[src/rtl/alu_defs_pkg.sv]
// ALU op-code constants and the sharing-controller FSM encoding.
// Shared by the ALU and by alu_share_ctrl.
package alu_defs_pkg;

    // ALU operation codes (ALUOperation input)
    localparam logic [3:0] ALU_AND = 4'b0000;
    localparam logic [3:0] ALU_OR  = 4'b0001;
    localparam logic [3:0] ALU_NOR = 4'b0010;
    localparam logic [3:0] ALU_ADD = 4'b0011;
    localparam logic [3:0] ALU_LUI = 4'b0101;
    localparam logic [3:0] ALU_SLL = 4'b0111;
    localparam logic [3:0] ALU_SRL = 4'b1000;

    // Requester index recorded after reset so requester 0 wins the first tie
    localparam logic LAST_GRANT_RST = 1'b1;

    typedef enum logic [1:0] {
        StIdle = 2'd0,  // waiting for a request
        StExec = 2'd1,  // ALU inputs registered, ALU settling
        StResp = 2'd2   // result registered, response pulse out
    } state_e;

endpackage

[src/rtl/rr_arb2.sv]
// Two-input combinational grant from the request valids and the last grant.
// Optional macro ALU_SHARE_FIXED_PRIO_EN: requester 0 always wins a tie.
module rr_arb2 (
    input  logic i_valid0,
    input  logic i_valid1,
    input  logic i_last_grant,
    output logic o_grant_valid,
    output logic o_grant
);

`ifdef ALU_SHARE_FIXED_PRIO_EN
    // Last grant only steers the response in this build, not arbitration
    logic w_unused_last_grant;
    assign w_unused_last_grant = i_last_grant;
`endif

    // Grant index: sole requester wins, a tie goes by policy
    always_comb begin
        o_grant_valid = i_valid0 | i_valid1;
        o_grant       = 1'b0;
        if (i_valid0 && i_valid1) begin
`ifdef ALU_SHARE_FIXED_PRIO_EN
            o_grant = 1'b0;
`else
            o_grant = ~i_last_grant;
`endif
        end else if (i_valid1) begin
            o_grant = 1'b1;
        end
    end

endmodule

[src/rtl/alu_share_ctrl.sv]
// Shares one combinational ALU between two requesters. The winner's operation
// is registered onto the ALU inputs, the result is captured one cycle later
// and returned with a one-cycle response pulse (accept N, pulse N+2).
// Optional macro ALU_SHARE_FIXED_PRIO_EN: fixed priority to requester 0.
module alu_share_ctrl
    import alu_defs_pkg::*;
#(
    parameter int unsigned DW  = 32,
    parameter int unsigned OPW = 4,
    parameter int unsigned SHW = 5
) (
    input  logic           clk,
    input  logic           reset,
    input  logic           req0_valid,
    output logic           req0_ready,
    input  logic [OPW-1:0] req0_op,
    input  logic [DW-1:0]  req0_a,
    input  logic [DW-1:0]  req0_b,
    input  logic [SHW-1:0] req0_shamt,
    input  logic           req1_valid,
    output logic           req1_ready,
    input  logic [OPW-1:0] req1_op,
    input  logic [DW-1:0]  req1_a,
    input  logic [DW-1:0]  req1_b,
    input  logic [SHW-1:0] req1_shamt,
    output logic           rsp0_valid,
    output logic           rsp1_valid,
    output logic [DW-1:0]  rsp_result,
    output logic           rsp_zero,
    output logic           busy,
    output logic [OPW-1:0] alu_op,
    output logic [DW-1:0]  alu_a,
    output logic [DW-1:0]  alu_b,
    output logic [SHW-1:0] alu_shamt,
    input  logic [DW-1:0]  alu_result,
    input  logic           alu_zero
);

    state_e         r_state;
    state_e         w_state_nxt;
    logic           r_last_grant;
    logic           w_gnt_valid;
    logic           w_gnt;
    logic           w_accept;

    logic [OPW-1:0] r_alu_op;
    logic [DW-1:0]  r_alu_a;
    logic [DW-1:0]  r_alu_b;
    logic [SHW-1:0] r_alu_shamt;
    logic [OPW-1:0] w_sel_op;
    logic [DW-1:0]  w_sel_a;
    logic [DW-1:0]  w_sel_b;
    logic [SHW-1:0] w_sel_shamt;

    logic [DW-1:0]  r_rsp_result;
    logic           r_rsp_zero;

    rr_arb2 u_arb (
        .i_valid0      (req0_valid),
        .i_valid1      (req1_valid),
        .i_last_grant  (r_last_grant),
        .o_grant_valid (w_gnt_valid),
        .o_grant       (w_gnt)
    );

    // Ready is combinational on valid; only one winner can be ready
    assign w_accept   = (r_state == StIdle) && w_gnt_valid;
    assign req0_ready = w_accept && !w_gnt;
    assign req1_ready = w_accept && w_gnt;

    // Operand mux for the granted requester
    always_comb begin
        w_sel_op    = req0_op;
        w_sel_a     = req0_a;
        w_sel_b     = req0_b;
        w_sel_shamt = req0_shamt;
        if (w_gnt) begin
            w_sel_op    = req1_op;
            w_sel_a     = req1_a;
            w_sel_b     = req1_b;
            w_sel_shamt = req1_shamt;
        end
    end

    // Next-state logic: IDLE -> EXEC on accept, EXEC -> RESP -> IDLE
    always_comb begin
        w_state_nxt = r_state;
        unique case (r_state)
            StIdle:  if (w_accept) w_state_nxt = StExec;
            StExec:  w_state_nxt = StResp;
            StResp:  w_state_nxt = StIdle;
            default: w_state_nxt = StIdle;
        endcase
    end

    // FSM state register
    always_ff @(posedge clk or negedge reset) begin
        if (!reset) begin
            r_state <= StIdle;
        end else begin
            r_state <= w_state_nxt;
        end
    end

    // Last grant: recorded on accept, steers the response and the next tie
    always_ff @(posedge clk or negedge reset) begin
        if (!reset) begin
            r_last_grant <= LAST_GRANT_RST;
        end else if (w_accept) begin
            r_last_grant <= w_gnt;
        end
    end

    // ALU input registers: load the winner on accept, hold otherwise
    always_ff @(posedge clk or negedge reset) begin
        if (!reset) begin
            r_alu_op    <= '0;
            r_alu_a     <= '0;
            r_alu_b     <= '0;
            r_alu_shamt <= '0;
        end else if (w_accept) begin
            r_alu_op    <= w_sel_op;
            r_alu_a     <= w_sel_a;
            r_alu_b     <= w_sel_b;
            r_alu_shamt <= w_sel_shamt;
        end
    end

    // Result capture at the end of EXEC, held until the next capture
    always_ff @(posedge clk or negedge reset) begin
        if (!reset) begin
            r_rsp_result <= '0;
            r_rsp_zero   <= 1'b0;
        end else if (r_state == StExec) begin
            r_rsp_result <= alu_result;
            r_rsp_zero   <= alu_zero;
        end
    end

    assign alu_op     = r_alu_op;
    assign alu_a      = r_alu_a;
    assign alu_b      = r_alu_b;
    assign alu_shamt  = r_alu_shamt;
    assign rsp_result = r_rsp_result;
    assign rsp_zero   = r_rsp_zero;
    assign busy       = (r_state != StIdle);
    // Pulse decoded from flops only, so it is glitch-free
    assign rsp0_valid = (r_state == StResp) && !r_last_grant;
    assign rsp1_valid = (r_state == StResp) && r_last_grant;

endmodule
[config.mk]
export PLATFORM = sky130hd
export DESIGN_NAME = alu_share_ctrl
export DESIGN_NICKNAME = d
export VERILOG_FILES = /design/src/rtl/alu_defs_pkg.sv /design/src/rtl/rr_arb2.sv /design/src/rtl/alu_share_ctrl.sv
export SDC_FILE = /design/constraint.sdc
export NUM_CORES = 1
export LEC_CHECK = 0
export BUFFER_PORTS_ARGS = -buffer_cell sky130_fd_sc_hd__buf_2
export CORE_AREA = 2 2 112 114
export CTS_CLUSTER_DIAMETER = 150
export CTS_CLUSTER_SIZE = 20
export DETAILED_ROUTE_END_ITERATION = 8
export DIE_AREA = 0 0 114 116
export GPL_TIMING_DRIVEN = 1
export PLACE_DENSITY_LB_ADDON = 0.08
export SETUP_SLACK_MARGIN = 0.3
export SLEW_MARGIN = 20
export SYNTH_ARGS = -nofsm -noshare
export SYNTH_HDL_FRONTEND = slang
export SYNTH_SLANG_ARGS = --single-unit
[constraint.sdc]
create_clock -name clk -period 2.2 [get_ports clk]
set_clock_uncertainty 0.1 [all_clocks]
set_input_delay 0.33 -clock clk [delete_from_list [all_inputs] [get_ports clk]]
set_output_delay 0.33 -clock clk [all_outputs]
set_load 0.01 [all_outputs]
==> results of run 1 <==
layer usage:
layer / vias to the layer above / GRT usage
met2: 179 / 0.342
met3: 23 / 0.0507
met1: 1791 / 0.216
li1: 1752 / -
met5: - / 0
met4: 2 / 0.0805
power by group:
part	switching, W	internal [W]
Clock	0.000692	0.000993
Combinational	0.00215	0.00294
Sequential	0.000533	0.00306
Total	0.00337	0.00700
worst paths after layout:
kind / from / to / cells past startpoint
max in group asynchronous: reset / r_last_grant$_DFFE_PN1P_ / 3
worst max register to register: r_last_grant$_DFFE_PN1P_ / alu_a[17]$_DFFE_PN0P_ / 5
worst max-delay path: r_last_grant$_DFFE_PN1P_ / alu_a[17]$_DFFE_PN0P_ / 5
worst min-delay path: req0_valid / r_last_grant$_DFFE_PN1P_ / 2
min in group asynchronous: reset / rsp_result[27]$_DFFE_PN0N_ / 2
worst min register to register: rsp_result[25]$_DFFE_PN0N_ / rsp_result[25]$_DFFE_PN0N_ / 1
logic make-up (layout without fill, tap and decap cells):
group	count (synthesis)	in the layout	synth area share
and+or+nand+nor	6	6	0.00680
AOI/OAI and AO/OA	4	4	0.00539
buffers and inverters	22	331	0.0321
DFF	109	109	0.511
muxes	179	179	0.445
flip-flops by register name (all words and copies together) (netlist names):
signal	count
rsp_result	32
rsp_zero	1
alu_a	32
r_last_grant	1
alu_b	32
alu_shamt	5
r_state	2
alu_op	4
cell usage after synthesis:
cell type / instances / share of area
dfrtp_1: 108 / 0.51
mux2_4: 96 / 0.27
mux2_2: 83 / 0.17
buf_2: 8 / 0.0075
buf_4: 5 / 0.0070
buf_8: 4 / 0.011
buf_6: 2 / 0.0042
inv_1: 2 / 0.0014
nor2_1: 2 / 0.0014
a21bo_2: 1 / 0.0019
a21oi_1: 1 / 0.00094
a31oi_1: 1 / 0.0012
and2_1: 1 / 0.0012
and3b_1: 1 / 0.0016
clkbuf_1: 1 / 0.00070
dfstp_2: 1 / 0.0049
nand2b_1: 1 / 0.0012
nor3b_1: 1 / 0.0014
o21a_1: 1 / 0.0014
critical path, cell delays in order (launching register included):
cell     delay (ns)
dfstp_2        0.57
a21bo_4        0.18
buf_6          0.16
buf_12         0.15
mux2_2         0.34
mux2_2         0.26
cells in the final DEF (no fill, tap or decap), types with 3 or more instances in the layout:
master / Yosys / final
buf_12: 0 / 8
clkinv_2: 0 / 3
buf_2: 8 / 291
buf_6: 2 / 4
mux2_2: 83 / 83
clkbuf_16: 0 / 11
buf_4: 5 / 7
mux2_4: 96 / 96
dfrtp_1: 108 / 108
cell type report:
class                           count  share of cell area
Sequential cell                   109               0.366
Inverter                            2             0.00101
Clock buffer                       11              0.0312
Timing Repair Buffer              313               0.238
Clock inverter                      5              0.0101
Tap cell                          147              0.0246
Multi-Input combinational cell    189               0.330
metrics by stage:
| step | utilization | hold slack [ns] |
|---|---|---|
| floorplan | - | -0.0656 |
| global placement | 0.588 | 0.0968 |
| detailed placement | 0.588 | 0.0962 |
| CTS | 0.619 | 0.0949 |
| global route | 0.627 | 0.0921 |
| finish | 0.627 | 0.110 |
what timing repair did:
action | in CTS | in global routing
gates resized for setup | 3 | 5
hold buffers | 1 | 0
endpoints found under the setup margin | 2 | 49
endpoints found under the hold margin | 11 | 0
pin swaps | 1 | 1
cloned | 0 | 3
buffers inserted | 6 | 1
==> results.py, run 1 <==
metrics = {
    "run_status": {
        "outcome": "finished clean",
    },
    "synth": {
        "syn-num-nets": 503,
        "ys_seq_elements": 109,
        "avgSynthCellArea_um2": 16.7,
        "synth_seq_area_share": 0.511,
        "netlist-cell-type-count": 19,
        "synthCells": 320,
        "ys_warn_count": 0,
        "mappedNetlistArea_um2": 5340,
    },
    "drt": {
        "route.detailed.drc": 0,
        "drt_iter0_markers": 108,
        "met3WireLength_um": 990,
        "route.met2.wl_um": 6670,
        "via_per_inst": 4.83,
        "wl_per_cell_um": 17.1,
        "dr.max_layer_used": "met5",
        "drt-pass1-iter-count": 4,
        "ant_nets": 0,
        "wirelength_um": 13200,
        "vias": 3747,
        "drt-met1-wl_um": 5290,
    },
    "worst_setup_path": {
        "worst-setup-path-type": "reg2reg",
        "path_max_fanout": 7,
        "cp.required_ns": 2.33,
        "r2r_setup_slack_ns": 0.33,
        "startpoint_type": "flop",
        "endpoint_kind": "flop",
        "worst_ep_arrival_time_ns": 2.00,
    },
    "final_layout": {
        "fin_nets": 807,
        "ff_latch_area_um2": 2730,
        "layout.cells.non_filler": 776,
        "multi_input_area_um2": 2460,
        "n_fill_cell": 965,
        "layout-drive-gt1-share": 0.812,
        "stdcell_area_um2": 7460,
        "syn_to_final_growth_pct": 39.8,
        "diodes": 0,
    },
    "placement": {
        "pre_cts_ws_ns": 0.360,
        "globalplace.congestion": 0.785,
        "dpl.cell_count": 749,
        "port_buffers": 293,
        "placed_area_um2": 7000,
        "hpwl_um": 9750,
    },
    "sta": {
        "setup_viol": 0,
        "hold_viol": 0,
        "final.setup.tns_ns": 0,
        "period_share": 0.850,
        "tightest_slew_ns": 0.269,
        "maxSlewViolCount": 0,
        "finalCriticalPeriod_ns": 1.87,
        "max_freq_mhz": 535,
        "rsz0062_at_grt": "yes",
        "maxSlewHeadroom": 0.821,
        "setup_ws_ns": 0.331,
    },
    "cts": {
        "cts-buffers-inserted": 9,
        "numClockSinks": 109,
        "cts-htree-levels": 3,
        "clk_path_buf_depth": 2,
        "clk_pin_slew_ns": 0.07,
        "cts_tree": "done",
        "insertion_delay_ns": 0.34,
        "clockRootBuffer": "clkbuf_16",
    },
    "global_route": {
        "grt_use_total": 0.191,
        "grt_pass1_wl_um": 19300,
        "antenna_found_initial": 1,
        "overflow": 0,
        "grt_max_degree": 52,
        "grt_pass1_vias": 3744,
    },
    "floorplan": {
        "die_w_um": 114,
        "io_pins": 294,
        "core_um2": 11900,
        "initial_utilization": 0.448,
        "die_h_um": 116,
        "dieArea_um2": 13200,
        "rows": 40,
    },
    "power": {
        "p_leak_nw": 3.90,
        "p_total_w": 0.0104,
        "irDropWorstVdd_uv": 517,
        "powerDensity_nw_per_um2": 1390,
    },
    "job": {
        "drv_cap": 0,
    },
    "hold_path": {
        "hp-class": "in2reg",
    },
}
Note: power is estimated with default switching activity, not from simulation.
==> run 2, diff against run 1 <==
--- a/config.mk
+++ b/config.mk
@@ -6,11 +6,11 @@
 export NUM_CORES = 1
 export LEC_CHECK = 0
 export BUFFER_PORTS_ARGS = -buffer_cell sky130_fd_sc_hd__buf_2
-export CORE_AREA = 2 2 112 114
+export CORE_ASPECT_RATIO = 1.75
+export CORE_UTILIZATION = 41
 export CTS_CLUSTER_DIAMETER = 150
 export CTS_CLUSTER_SIZE = 20
 export DETAILED_ROUTE_END_ITERATION = 8
-export DIE_AREA = 0 0 114 116
 export GPL_TIMING_DRIVEN = 1
 export PLACE_DENSITY_LB_ADDON = 0.08
 export SETUP_SLACK_MARGIN = 0.3
==> constraint.sdc (replaced) <==
create_clock -name clk -period 1.7 [get_ports clk]
set_clock_uncertainty 0.1 [all_clocks]
set_input_delay 0.255 -clock clk [delete_from_list [all_inputs] [get_ports clk]]
set_output_delay 0.255 -clock clk [all_outputs]
set_load 0.01 [all_outputs]
==> results.py, run 2 (synthesis gave the netlist of run 1 again) <==
metrics = {
    "sta": {
        "setup_ws_ns": -0.126,
        "max_freq_mhz": 548,
        "maxSlewViolCount": 0,
        "final.setup.tns_ns": -6.47,
        "maxSlewHeadroom": 0.775,
        "finalCriticalPeriod_ns": 1.83,
        "setup_viol": 72,
        "period_share": 1.07,
        "tightest_slew_ns": 0.338,
        "hold_viol": 0,
        "rsz0062_at_grt": "yes",
    },
    "drt": {
        "ant_nets": 0,
        "wirelength_um": 14200,
        "via_per_inst": 4.79,
        "drt_iter0_markers": 146,
        "dr.max_layer_used": "met4",
        "met3WireLength_um": 871,
        "route.met2.wl_um": 7610,
        "wl_per_cell_um": 17.4,
        "route.detailed.drc": 0,
        "vias": 3906,
        "drt-met1-wl_um": 5230,
        "drt-pass1-iter-count": 4,
    },
    "final_layout": {
        "layout_common_cells": "buf_2, mux2_4, dfrtp_1",
        "diodes": 0,
        "n_fill_cell": 1011,
        "fin_nets": 826,
        "layout-drive-gt1-share": 0.824,
        "syn_to_final_growth_pct": 52.1,
        "final_util": 0.647,
        "layout_commonest_cell": "buf_2",
    },
    "global_route": {
        "overflow": 0,
        "grt_pass1_wl_um": 19800,
        "antenna_found_initial": 0,
        "grt_max_degree": 61,
        "grt_use_total": 0.194,
        "grt_pass1_vias": 4043,
    },
    "worst_setup_path": {
        "cp-startpoint": "r_last_grant$_DFFE_PN1P_",
        "cp.required_ns": 1.83,
        "endpoint_kind": "flop",
        "worst-setup-path-type": "reg2reg",
        "r2r-start": "r_last_grant$_DFFE_PN1P_",
        "worst_ep_arrival_time_ns": 1.96,
        "rr_worst_depth": 5,
        "startpoint_type": "flop",
        "r2r_setup_slack_ns": -0.13,
        "r2r_end": "alu_b[22]$_DFFE_PN0P_",
        "path_max_fanout": 9,
    },
    "hold_path": {
        "hold_depth": 2,
        "hp-start": "req0_valid",
        "hold_end": "r_last_grant$_DFFE_PN1P_",
        "hp-class": "in2reg",
    },
    "floorplan": {
        "initial_utilization": 0.425,
        "die_h_um": 153,
        "die_w_um": 88.3,
        "io_pins": 294,
        "dieArea_um2": 13500,
        "core_um2": 12600,
        "rows": 54,
    },
    "cts": {
        "cts-buffers-inserted": 9,
        "numClockSinks": 109,
        "insertion_delay_ns": 0.34,
        "cts_tree": "done",
        "clk_path_buf_depth": 2,
        "cts-htree-levels": 3,
        "clockRootBuffer": "clkbuf_16",
        "clk_pin_slew_ns": 0.07,
    },
    "run_status": {
        "outcome": "finished with violations",
        "violations": "setup timing",
    },
    "placement": {
        "globalplace.congestion": 0.817,
        "hpwl_um": 10000,
        "port_buffers": 293,
        "pre_cts_ws_ns": -0.113,
    },
    "power": {
        "p_leak_nw": 4.39,
        "irDropWorstVdd_uv": 774,
        "powerDensity_nw_per_um2": 1820,
    },
    "job": {
        "drv_cap": 0,
    },
}
[run 2: worst max-delay path, cell delays in order, from the launching register on]
cell     delay (ns)
dfstp_2        0.54
a21bo_4        0.18
buf_12         0.16
buf_16         0.15
mux2_4         0.31
mux2_4         0.26
[run 2: metal layers]
metal	global-route usage	vias to the layer above
met5	0	-
met4	0.0991	0
met3	0.0437	32
met2	0.346	184
met1	0.207	1898
li1	-	1792
[run 2: worst max path at each step]
stage | end | slack (ns) | cells after the start
6_report | alu_b[22]$_DFFE_PN0P_ | -0.13 | 5
3_3_place_gp | alu_a[23]$_DFFE_PN0P_ | -0.09 | 4
5_1_grt | alu_b[22]$_DFFE_PN0P_ | -0.17 | 5
3_5_place_dp | alu_a[25]$_DFFE_PN0P_ | -0.11 | 4
2_1_floorplan | alu_a[0]$_DFFE_PN0P_ | -0.03 | 5
4_1_cts | alu_b[31]$_DFFE_PN0P_ | -0.14 | 5
[run 2: through the flow]
stage / power, W / cells / hold slack, ns / instance area (um^2)
after global placement: 0.0113 / 782 / -0.0365 / 7160
after global routing: 0.0156 / 816 / 0.0180 / 8130
after CTS: 0.0139 / 805 / 0.000157 / 7610
final: 0.0148 / 816 / 0.0240 / 8130
after floorplan: 0.00886 / 320 / -0.141 / 5360
after detailed placement: 0.0114 / 782 / -0.0368 / 7160
[run 2: report_power, final]
part           switching (W)  internal (W)  leakage, nW
Sequential          0.000751       0.00396         1.27
Combinational        0.00309       0.00488         2.97
Clock                0.00104       0.00105        0.148
[run 2: cell type report]
class                           count  area (um^2)  area share
Clock buffer                        9          225      0.0277
Clock inverter                      7         83.8      0.0103
Inverter                            2         10.0     0.00123
Multi-Input combinational cell    189         2720       0.335
Sequential cell                   109         2730       0.336
Tap cell                          168          210      0.0259
Timing Repair Buffer              332         2140       0.264
[run 2: what timing repair did]
item | CTS | global route
pin swaps | 3 | 4
hold buffers | 1 | 0
resized for setup | 19 | 74
endpoints found under the hold margin | 108 | 0
cloned | 2 | 8
endpoints found under the setup margin | 103 | 95
setup buffers | 4 | 3
